`src/rtl/cpu_alu_pkg.sv`:
```
// cpu_alu_pkg
//   Definitions shared by the 16-bit cpu_alu and the multi-word sequencer
//   cpu_alu_wide_seq: opcode encodings, status-word bit positions, the
//   sequencer state type and small opcode classification helpers.
package cpu_alu_pkg;

  // ALU opcodes
  localparam logic [3:0] OP_ADD  = 4'h0;
  localparam logic [3:0] OP_ADDC = 4'h1;
  localparam logic [3:0] OP_SUB  = 4'h2;
  localparam logic [3:0] OP_SUBB = 4'h3;
  localparam logic [3:0] OP_AND  = 4'h4;
  localparam logic [3:0] OP_OR   = 4'h5;
  localparam logic [3:0] OP_XOR  = 4'h6;
  localparam logic [3:0] OP_NOT  = 4'h7;
  localparam logic [3:0] OP_BIT  = 4'h8;
  localparam logic [3:0] OP_CMP  = 4'h9;
  localparam logic [3:0] OP_TST  = 4'hA;

  // Status word bit positions
  localparam int ST_CARRY = 0;
  localparam int ST_ZERO  = 1;
  localparam int ST_SIGN  = 2;
  localparam int ST_OVF   = 3;
  localparam int ST_BIT   = 4;

  typedef enum logic [1:0] {
    SEQ_IDLE = 2'd0,
    SEQ_EXEC = 2'd1,
    SEQ_DONE = 2'd2
  } alu_seq_state_t;

  // Opcodes that the wide sequencer knows how to chain across words.
  function automatic logic wide_op_supported(input logic [3:0] op);
    case (op)
      OP_ADD, OP_SUB, OP_AND, OP_OR, OP_XOR, OP_NOT, OP_CMP: return 1'b1;
      default:                                               return 1'b0;
    endcase
  endfunction

  // Bitwise ops report only the zero flag at the wide level.
  function automatic logic is_logic_op(input logic [3:0] op);
    case (op)
      OP_AND, OP_OR, OP_XOR, OP_NOT: return 1'b1;
      default:                       return 1'b0;
    endcase
  endfunction

endpackage

```
`src/rtl/cpu_alu.sv`:
```
// cpu_alu
//   Combinational 16-bit ALU.
//   Ports:
//     op          opcode (cpu_alu_pkg OP_*)
//     operand_in  left operand
//     operator_in right operand
//     status_in   incoming status; only the carry/borrow bit is consumed
//                 (by ADDC and SUBB)
//     result      16-bit result
//     status_out  {11'b0, bit, overflow, sign, zero, carry_borrow}
module cpu_alu
  import cpu_alu_pkg::*;
(
  input  logic [3:0]  op,
  input  logic [15:0] operand_in,
  input  logic [15:0] operator_in,
  input  logic [15:0] status_in,
  output logic [15:0] result,
  output logic [15:0] status_out
);

  logic [16:0] wide;
  logic        carry;
  logic        ovf;
  logic        bit_flag;
  logic        cin;
  logic        unused_status_in;

  assign cin              = status_in[ST_CARRY];
  assign unused_status_in = ^status_in[15:1];

  always_comb begin
    wide     = '0;
    result   = '0;
    carry    = 1'b0;
    ovf      = 1'b0;
    bit_flag = 1'b0;
    case (op)
      OP_ADD, OP_ADDC: begin
        wide   = {1'b0, operand_in} + {1'b0, operator_in} + {16'b0, (op == OP_ADDC) & cin};
        result = wide[15:0];
        carry  = wide[16];
        ovf    = ~(operand_in[15] ^ operator_in[15]) & (operand_in[15] ^ result[15]);
      end
      OP_SUB, OP_SUBB, OP_CMP: begin
        // 17-bit wrap: bit 16 set means the subtraction borrowed.
        wide   = {1'b0, operand_in} - {1'b0, operator_in} - {16'b0, (op == OP_SUBB) & cin};
        result = wide[15:0];
        carry  = wide[16];
        ovf    = (operand_in[15] ^ operator_in[15]) & (operand_in[15] ^ result[15]);
      end
      OP_AND: result = operand_in & operator_in;
      OP_OR:  result = operand_in | operator_in;
      OP_XOR: result = operand_in ^ operator_in;
      OP_NOT: result = ~operand_in;
      OP_BIT: begin
        result   = operand_in & (16'h0001 << operator_in[3:0]);
        bit_flag = |result;
      end
      OP_TST: result = operand_in & operator_in;
      default: ;
    endcase
    status_out           = '0;
    status_out[ST_CARRY] = carry;
    status_out[ST_ZERO]  = (result == 16'h0000);
    status_out[ST_SIGN]  = result[15];
    status_out[ST_OVF]   = ovf;
    status_out[ST_BIT]   = bit_flag;
  end

endmodule

```
`src/rtl/cpu_alu_wide_seq.sv`:
```
// cpu_alu_wide_seq
//   Runs 16..16*MAX_WORDS-bit operations through one cpu_alu, one word per
//   cycle, least significant word first, chaining carry/borrow and ANDing
//   the per-word zero flags.
//   Ports:
//     clock, reset           single clock, synchronous active-high reset
//     start / ready          request accepted when ready=1
//     op                     opcode (ADD, SUB, AND, OR, XOR, NOT, CMP)
//     words_m1               word count minus one (clamped to MAX_WORDS-1)
//     operand_in/operator_in left/right operands, word 0 least significant
//     done                   one-cycle completion pulse
//     error                  unsupported opcode (valid with done)
//     result                 wide result, words above words_m1 are zero
//     status                 {11'b0, bit, overflow, sign, zero, carry_borrow}
module cpu_alu_wide_seq
  import cpu_alu_pkg::*;
#(
  parameter  int MAX_WORDS = 4,
  localparam int IW        = (MAX_WORDS > 1) ? $clog2(MAX_WORDS) : 1,
  localparam int W         = 16 * MAX_WORDS
) (
  input  logic          clock,
  input  logic          reset,
  input  logic          start,
  input  logic [3:0]    op,
  input  logic [IW-1:0] words_m1,
  input  logic [W-1:0]  operand_in,
  input  logic [W-1:0]  operator_in,
  output logic          ready,
  output logic          done,
  output logic          error,
  output logic [W-1:0]  result,
  output logic [15:0]   status
);

  alu_seq_state_t state_reg, state_next;

  logic [3:0]    op_reg;
  logic [IW-1:0] last_reg;
  logic [IW-1:0] idx_reg;
  logic [W-1:0]  a_reg;
  logic [W-1:0]  b_reg;
  logic          carry_reg;
  logic          zero_acc_reg;
  logic [15:0]   res_words_reg [MAX_WORDS];
  logic [15:0]   status_reg;
  logic          error_reg;
  logic          done_reg;
  logic          ready_reg;

  logic [IW-1:0] words_clamped;
  logic [15:0]   a_words    [MAX_WORDS];
  logic [15:0]   b_words    [MAX_WORDS];
  logic [15:0]   init_words [MAX_WORDS];
  logic [3:0]    alu_op;
  logic [15:0]   alu_result;
  logic [15:0]   alu_status;
  logic [15:0]   store_word;
  logic [15:0]   final_status;
  logic          is_last;
  logic          accept;
  logic          op_ok;
  logic          unused_alu_status;

  // Only clamp when the words_m1 field can encode counts beyond MAX_WORDS.
  generate
    if ((1 << IW) > MAX_WORDS) begin : g_clamp
      assign words_clamped = (words_m1 > IW'(MAX_WORDS - 1)) ? IW'(MAX_WORDS - 1) : words_m1;
    end else begin : g_no_clamp
      assign words_clamped = words_m1;
    end
  endgenerate

  genvar gi;
  generate
    for (gi = 0; gi < MAX_WORDS; gi++) begin : g_words
      assign a_words[gi]          = a_reg[16*gi +: 16];
      assign b_words[gi]          = b_reg[16*gi +: 16];
      assign result[16*gi +: 16]  = res_words_reg[gi];
      // Result preload for a rejected opcode: the operand, trimmed to length.
      if (gi == 0) begin : g_first
        assign init_words[gi] = operand_in[15:0];
      end else begin : g_rest
        assign init_words[gi] = (words_clamped >= IW'(gi)) ? operand_in[16*gi +: 16] : 16'h0000;
      end
    end
  endgenerate

  assign accept  = (state_reg == SEQ_IDLE) && start;
  assign op_ok   = wide_op_supported(op);
  assign is_last = (idx_reg == last_reg);

  // Word 0 starts the chain; later words consume the registered carry.
  always_comb begin
    alu_op = op_reg;
    case (op_reg)
      OP_ADD:         alu_op = (idx_reg == '0) ? OP_ADD : OP_ADDC;
      OP_SUB, OP_CMP: alu_op = (idx_reg == '0) ? OP_SUB : OP_SUBB;
      default: ;
    endcase
  end

  cpu_alu u_alu (
    .op          (alu_op),
    .operand_in  (a_words[idx_reg]),
    .operator_in (b_words[idx_reg]),
    .status_in   ({15'b0, carry_reg}),
    .result      (alu_result),
    .status_out  (alu_status)
  );

  assign unused_alu_status = ^{alu_status[15:ST_BIT]};

  // CMP only sets flags; the result keeps the left operand.
  assign store_word = (op_reg == OP_CMP) ? a_words[idx_reg] : alu_result;

  always_comb begin
    final_status          = '0;
    final_status[ST_ZERO] = zero_acc_reg & alu_status[ST_ZERO];
    if (!is_logic_op(op_reg)) begin
      final_status[ST_CARRY] = alu_status[ST_CARRY];
      final_status[ST_SIGN]  = alu_status[ST_SIGN];
      final_status[ST_OVF]   = alu_status[ST_OVF];
    end
  end

  // State register
  always_ff @(posedge clock) begin
    if (reset) state_reg <= SEQ_IDLE;
    else       state_reg <= state_next;
  end

  // Next-state logic
  always_comb begin
    state_next = state_reg;
    case (state_reg)
      SEQ_IDLE: if (start)   state_next = op_ok ? SEQ_EXEC : SEQ_DONE;
      SEQ_EXEC: if (is_last) state_next = SEQ_DONE;
      SEQ_DONE:              state_next = SEQ_IDLE;
      default:               state_next = SEQ_IDLE;
    endcase
  end

  // Datapath and registered outputs
  always_ff @(posedge clock) begin
    if (reset) begin
      op_reg       <= OP_ADD;
      last_reg     <= '0;
      idx_reg      <= '0;
      a_reg        <= '0;
      b_reg        <= '0;
      carry_reg    <= 1'b0;
      zero_acc_reg <= 1'b1;
      status_reg   <= '0;
      error_reg    <= 1'b0;
      done_reg     <= 1'b0;
      ready_reg    <= 1'b1;
      for (int i = 0; i < MAX_WORDS; i++) res_words_reg[i] <= '0;
    end else begin
      done_reg <= 1'b0;
      if (accept) begin
        op_reg       <= op;
        last_reg     <= words_clamped;
        a_reg        <= operand_in;
        b_reg        <= operator_in;
        idx_reg      <= '0;
        carry_reg    <= 1'b0;
        zero_acc_reg <= 1'b1;
        status_reg   <= '0;
        error_reg    <= !op_ok;
        done_reg     <= !op_ok;
        ready_reg    <= 1'b0;
        for (int i = 0; i < MAX_WORDS; i++) res_words_reg[i] <= op_ok ? 16'h0000 : init_words[i];
      end else if (state_reg == SEQ_EXEC) begin
        carry_reg              <= alu_status[ST_CARRY];
        zero_acc_reg           <= zero_acc_reg & alu_status[ST_ZERO];
        res_words_reg[idx_reg] <= store_word;
        idx_reg                <= idx_reg + 1'b1;
        if (is_last) begin
          status_reg <= final_status;
          done_reg   <= 1'b1;
        end
      end else if (state_reg == SEQ_DONE) begin
        ready_reg <= 1'b1;
      end
    end
  end

  assign ready  = ready_reg;
  assign done   = done_reg;
  assign error  = error_reg;
  assign status = status_reg;

endmodule

```
`config.mk`:
```
export PLATFORM = sky130hd
export DESIGN_NAME = cpu_alu_wide_seq
export DESIGN_NICKNAME = d
export VERILOG_FILES = /design/src/rtl/cpu_alu_pkg.sv /design/src/rtl/cpu_alu.sv /design/src/rtl/cpu_alu_wide_seq.sv
export SDC_FILE = /design/constraint.sdc
export NUM_CORES = 1
export LEC_CHECK = 0
export CAP_MARGIN = 20
export CORE_ASPECT_RATIO = 0.75
export CORE_MARGIN = 2
export CORE_UTILIZATION = 40
export CTS_BUF_LIST = sky130_fd_sc_hd__clkbuf_16
export CTS_CLUSTER_DIAMETER = 30
export DETAILED_ROUTE_END_ITERATION = 8
export SKIP_LAST_GASP = 1
export SYNTH_ARGS = -nofsm -noshare
export SYNTH_HDL_FRONTEND = slang
export SYNTH_HIERARCHICAL = 1
export SYNTH_SLANG_ARGS = --single-unit
export TNS_END_PERCENT = 5
```
`constraint.sdc`:
```
create_clock -name clock -period 8.3 [get_ports clock]
set_input_delay 1.245 -clock clock [delete_from_list [all_inputs] [get_ports clock]]
set_output_delay 1.245 -clock clock [all_outputs]
set_load 0.005 [all_outputs]
```
==> results of run 1 <==
-- final timing paths --
path	from	end	slack (ps)	cells after the start
hold / removal	a_reg[1]	a_reg[1]	470	1
setup reg to reg	op_reg[2]	status[1]	1490	20
hold reg to reg	a_reg[1]	a_reg[1]	470	1
setup / recovery	op_reg[2]	status[1]	1490	20
-- worst register-to-register path, delay by kind of cell, from the launching register on --
family                     cells  cell delay, ps
AOI/OAI and AO/OA              4            1130
and+or+nand+nor               13            3580
adders and majority gates      2             880
DFF                            1             900
buffers and inverters          1             230
-- metal layers --
metal  wire [um]  vias to the layer above  global-route usage (%)
li1            -                     4657                       -
met1       18000                     4863                    35.5
met2       16300                      391                    34.8
met3        3230                       39                    6.55
met4         451                        0                    4.97
met5           0                        -                       0
-- final cells by class --
class / instances / share of cell area [%]
clock buffers: 37 / 6.06
repair buffers: 218 / 14.1
multi-input cells: 763 / 40.6
well taps: 392 / 3.21
clock inverters: 30 / 1.88
flip-flops and latches: 211 / 31.9
inverters: 93 / 2.29
diodes: 1 / 0.0164
-- report_power, final --
part / internal (W) / total (W) / switching [W] / leakage [nW]
clock network: 0.000949 / 0.00149 / 0.000544 / 0.610
logic: 0.000347 / 0.000792 / 0.000445 / 3.20
registers: 0.00115 / 0.00119 / 0.0000424 / 1.91
total: 0.00244 / 0.00347 / 0.00103 / 5.71
-- through the flow --
| stage | util (%) | hold WS, ps | cell area, um2 | total power [W] | worst slack (ps) |
|---|---|---|---|---|---|
| floorplan | - | 437 | 11900 | 0.00170 | 1670 |
| global placement | 48.2 | 451 | 14000 | 0.00198 | 1790 |
| detailed placement | 48.2 | 454 | 14000 | 0.00199 | 1630 |
| CTS | 52.4 | 468 | 15300 | 0.00348 | 1590 |
| global route | 52.5 | 481 | 15300 | 0.00361 | 1130 |
| finish | 52.5 | 466 | 15300 | 0.00347 | 1490 |
==> run_results.csv, run 1 <==
group,metric,value,unit
timing,fmax,147,MHz
timing,skew,16.2,ps
timing,post-route-period-util,82.1,%
route,drcViolationCount,0,
timing,drv_slew,0,
placed_design,gp_congestion,0.896,
timing,slew-limit-headroom,32.8,%
floorplan,io_pins,220,
placed_design,place_inst,1676,
pwr,p_per_area,227,nW/um2
final_layout,area_growth,28.8,%
clocking,post-cts-setup-buffers,0,
setup_path,start_kind,"register",
clocking,cts_buffer_depth,3,
final_layout,fin_cells,1745,
setup_path,worstSetupEndpointType,"register",
grt,grt-ovfl-total,0,
setup_path,crit_type,"register to register",
placed_design,dp_hpwl,27900,um
route,drt-initial-drc-count,888,
floorplan,fp.dieH,153,um
placed_design,io_buffers,207,
clocking,htreeDepth,2,
final_layout,final_common_cell,"clkdlybuf4s50_1",
timing,setup_viol_count_final,0,
pwr,ir_drop,165,uV
setup_path,crit_slowest_cell,"dfxtp_1",
route,dr_total_vias,9950,
grt,antenna_found_initial,1,
clocking,postCtsHoldBufs,0,
clocking,cts_tree,"done",
route,routed_wl,38000,um
clocking,cts_root_buf,"clkbuf_16",
setup_path,arrival,7250,ps
clocking,clk_latency,520,ps
pwr,power.leakage,5.71,nW
timing,tightest_slew,1010,ps
job,drv_cap,0,
route,dr.pass1.iters,5,
synth,syn-cell-area,11900,um2
clocking,clkSlewWorstSetupHoldPaths,50,ps
setup_path,path_common_cell,"or4_1",
run_status,status,"complete, no violations",
grt,grt_start_max_net_pins,93,
final_layout,n_fill_cell,2642,
setup_path,crit_family,"simple AND/OR/NAND/NOR gates",
grt,grt_pass1_wl,57800,um
synth,synth_warnings,6,
timing,hold_viol,0,
floorplan,coreArea,29100,um2
grt,track_usage,24.0,%
route,via_per_inst,5.70,
floorplan,std_cell_rows,54,
worst_hold_path,hold_path_class,"register to register",
clocking,cts-buffers-inserted,37,
final_layout,layout_common_cells,"clkdlybuf4s50_1 (207), dfxtp_1 (146), a22o_1 (104)",
setup_path,crit_path_max_fanout,27,
setup_path,path_cells,"nor2_1 > nand2_1 > nand2_1 > a2bb2oi_2 > nand2b_1 > buf_4 > or4b_2 > fa_1 > fa_1 > nor2b_1 > o31a_1 > o21ai_1 > and4_2 > or3_4 > or4_1 > or4_1 > or4_1 > nor4_2 > nand3_1 > a21oi_1",
synth,syn_inst,1144,
floorplan,dieArea,31100,um2
final_layout,drive_above_1_share,11.2,%
route,wire_per_inst,21.8,um
clocking,cts.sinks,211,
timing,finalCriticalPeriod,6810,ps
final_layout,final_nets,1531,
synth,syn_avg_cell_area,10.4,um2
setup_path,critPathBufInv,1,
grt,grt_pass1_vias,9705,
route,ant_nets,0,
timing,rsz0062_at_grt,"no",
final_layout,multiInputGateArea,6190,um2
timing,tns,0,ps
setup_path,critPathMaxStageDelay,900,ps
final_layout,ff_latch_area,4870,um2
setup_path,crit_required,8740,ps
floorplan,chipWidth,203,um
floorplan,initial_core_util,40.7,%
clocking,cts_resized,0,
(Power assumes the default switching activity.)
==> inputs of run 2 (changes only) <==
Settings changed: PLACE_DENSITY from default to 0.66.
Clock period 8.3 ns to 5.7 ns, I/O delays scaled along.
==> run 2 against run 1 <==
Effect of this change: clock-buffer cell count grew 1; hold slack gained 1.1 ps; setup slack lost 1300 ps; die area is the same; sequential share of layout area shrank 0.43 points; core utilization grew 0.73 points; cell area grew 1.4%; clock power grew 50%; maximum frequency grew 24%; non-clock buffer count grew 10; sequential power grew 45%.
==> run_results.csv, run 2 (same netlist as run 1, synthesis figures left out) <==
group,metric,value,unit
grt,grt_start_max_net_pins,91,
pwr,pwr-share-comb,23.0,%
route,wire_per_inst,22.0,um
final_layout,final_nets,1542,
route,wl_met1,18100,um
setup_path,arrival,5940,ps
pwr,seq_power_share,33.6,%
timing,fmax,181,MHz
clocking,clkSlewWorstSetupHoldPaths,50,ps
final_layout,area_growth,30.6,%
grt,grt_pass1_vias,10100,
timing,rsz0062_at_grt,"no",
timing,finalCriticalPeriod,5510,ps
route,drcViolationCount,0,
final_layout,drive_above_1_share,13.1,%
worst_hold_path,hold_path_class,"register to register",
pwr,swShare,29.3,%
timing,tns,0,ps
grt,antenna_found_initial,1,
floorplan,dieArea,31100,um2
route,ant_nets,0,
job,drv_cap,0,
floorplan,fp.dieH,153,um
floorplan,initial_core_util,40.7,%
timing,drv_slew,0,
timing,skew,23.0,ps
clocking,cts_buffer_depth,3,
timing,whs,467,ps
placed_design,io_buffers,207,
setup_path,crit_path_max_fanout,4,
clocking,htreeDepth,2,
grt,grt_pass1_wl,59800,um
timing,post-route-period-util,96.7,%
route,routed_wl,38700,um
floorplan,coreArea,29100,um2
setup_path,start_kind,"register",
route,top_layer_used,"met5",
pwr,power.switching,0.00151,W
clocking,clk_latency,510,ps
placed_design,dpl_cell_area,14200,um2
timing,hold_viol,0,
grt,track_usage,24.7,%
final_layout,fin_area,15500,um2
floorplan,io_pins,220,
final_layout,post-route-util,53.2,%
route,via_per_inst,5.77,
pwr,power.leakage,5.80,nW
placed_design,gp_congestion,0.943,
floorplan,chipWidth,203,um
pwr,internal_power,0.00365,W
setup_path,crit_required,6130,ps
setup_path,worstSetupEndpointType,"register",
floorplan,std_cell_rows,54,
timing,tightest_slew,1010,ps
clocking,cts_root_buf,"clkbuf_16",
pwr,ir_drop,248,uV
grt,grt-ovfl-total,0,
timing,slew-limit-headroom,32.8,%
pwr,finalPower,0.00515,W
route,dr.pass1.iters,5,
route,met3_length,3610,um
clocking,cts-buffers-inserted,38,
pwr,p_clk_share,43.4,%
final_layout,final_common_cell,"clkdlybuf4s50_1",
setup_path,crit_type,"register to register",
final_layout,layout_common_cells,"clkdlybuf4s50_1 (207), dfxtp_1 (145), a22o_1 (104)",
placed_design,dp_hpwl,28800,um
route,dr_wl_met2,16200,um
route,drt-initial-drc-count,768,
pwr,p_per_area,333,nW/um2
route,dr_total_vias,10100,
run_status,status,"complete, no violations",
timing,setup_viol_count_final,0,
clocking,cts.sinks,211,
final_layout,n_antenna_cell,0,
clocking,cts_tree,"done",
## run 2: metrics by stage
step / instances / worst slack, ps
3_3_place_gp: 1685 / 197
3_5_place_dp: 1685 / 85.0
5_1_grt: 1755 / 2.95
2_1_floorplan: 1155 / -148
6_report: 1755 / 189
4_1_cts: 1753 / 62.3
## run 2: worst max-delay path, cell delays in order (launching register included)
cell	delay, ps
dfxtp_2	320
inv_1	90
ha_4	200
nand2_2	60
nand2_2	60
a2bb2oi_4	160
nand2_2	90
or4b_4	510
fa_2	400
fa_2	400
o21a_4	220
nor3_2	100
nor3_1	60
or4b_1	530
nand4b_1	200
or4_4	560
or4_1	430
or4_4	510
nor4_4	300
nand3_1	100
a21oi_1	140
## run 2: layout make-up
type / count / area, um2
Multi-Input combinational cell: 763 / 6270
Fill cell: 2574 / 13600
Sequential cell: 211 / 4870
Tap cell: 392 / 490
Clock buffer: 38 / 951
Inverter: 93 / 352
Timing Repair Buffer: 228 / 2240
Clock inverter: 30 / 317
## run 2: repair_timing
action                                  CTS  global route
endpoints found under the hold margin     0             0
gates resized for setup                   0             5
endpoints found under the setup margin    0             2
hold buffers                              0             0
setup buffers                             0             1
## run 2: worst paths after layout
check / startpoint / to / slack (ps) / depth (start not counted)
hold / removal: zero_acc_reg / zero_acc_reg / 470 / 2
setup reg to reg: idx_reg[1] / status[1] / 190 / 20
setup / recovery: idx_reg[1] / status[1] / 190 / 20
hold reg to reg: zero_acc_reg / zero_acc_reg / 470 / 2
## run 2: metal layers
layer | track usage (%) | vias to the layer above
met1 | 36.6 | 4914
met5 | 0 | -
met4 | 6.01 | 2
met2 | 35.9 | 479
met3 | 6.33 | 72
li1 | - | 4658
## run 2: power by group through the flow
stage	Clock [W]	Combinational [W]	Sequential, W
3_3_place_gp	0	0.00114	0.00176
2_1_floorplan	0	0.000739	0.00174
3_5_place_dp	0	0.00115	0.00176
5_1_grt	0.00234	0.00128	0.00174
6_report	0.00224	0.00119	0.00173
4_1_cts	0.00225	0.00116	0.00173
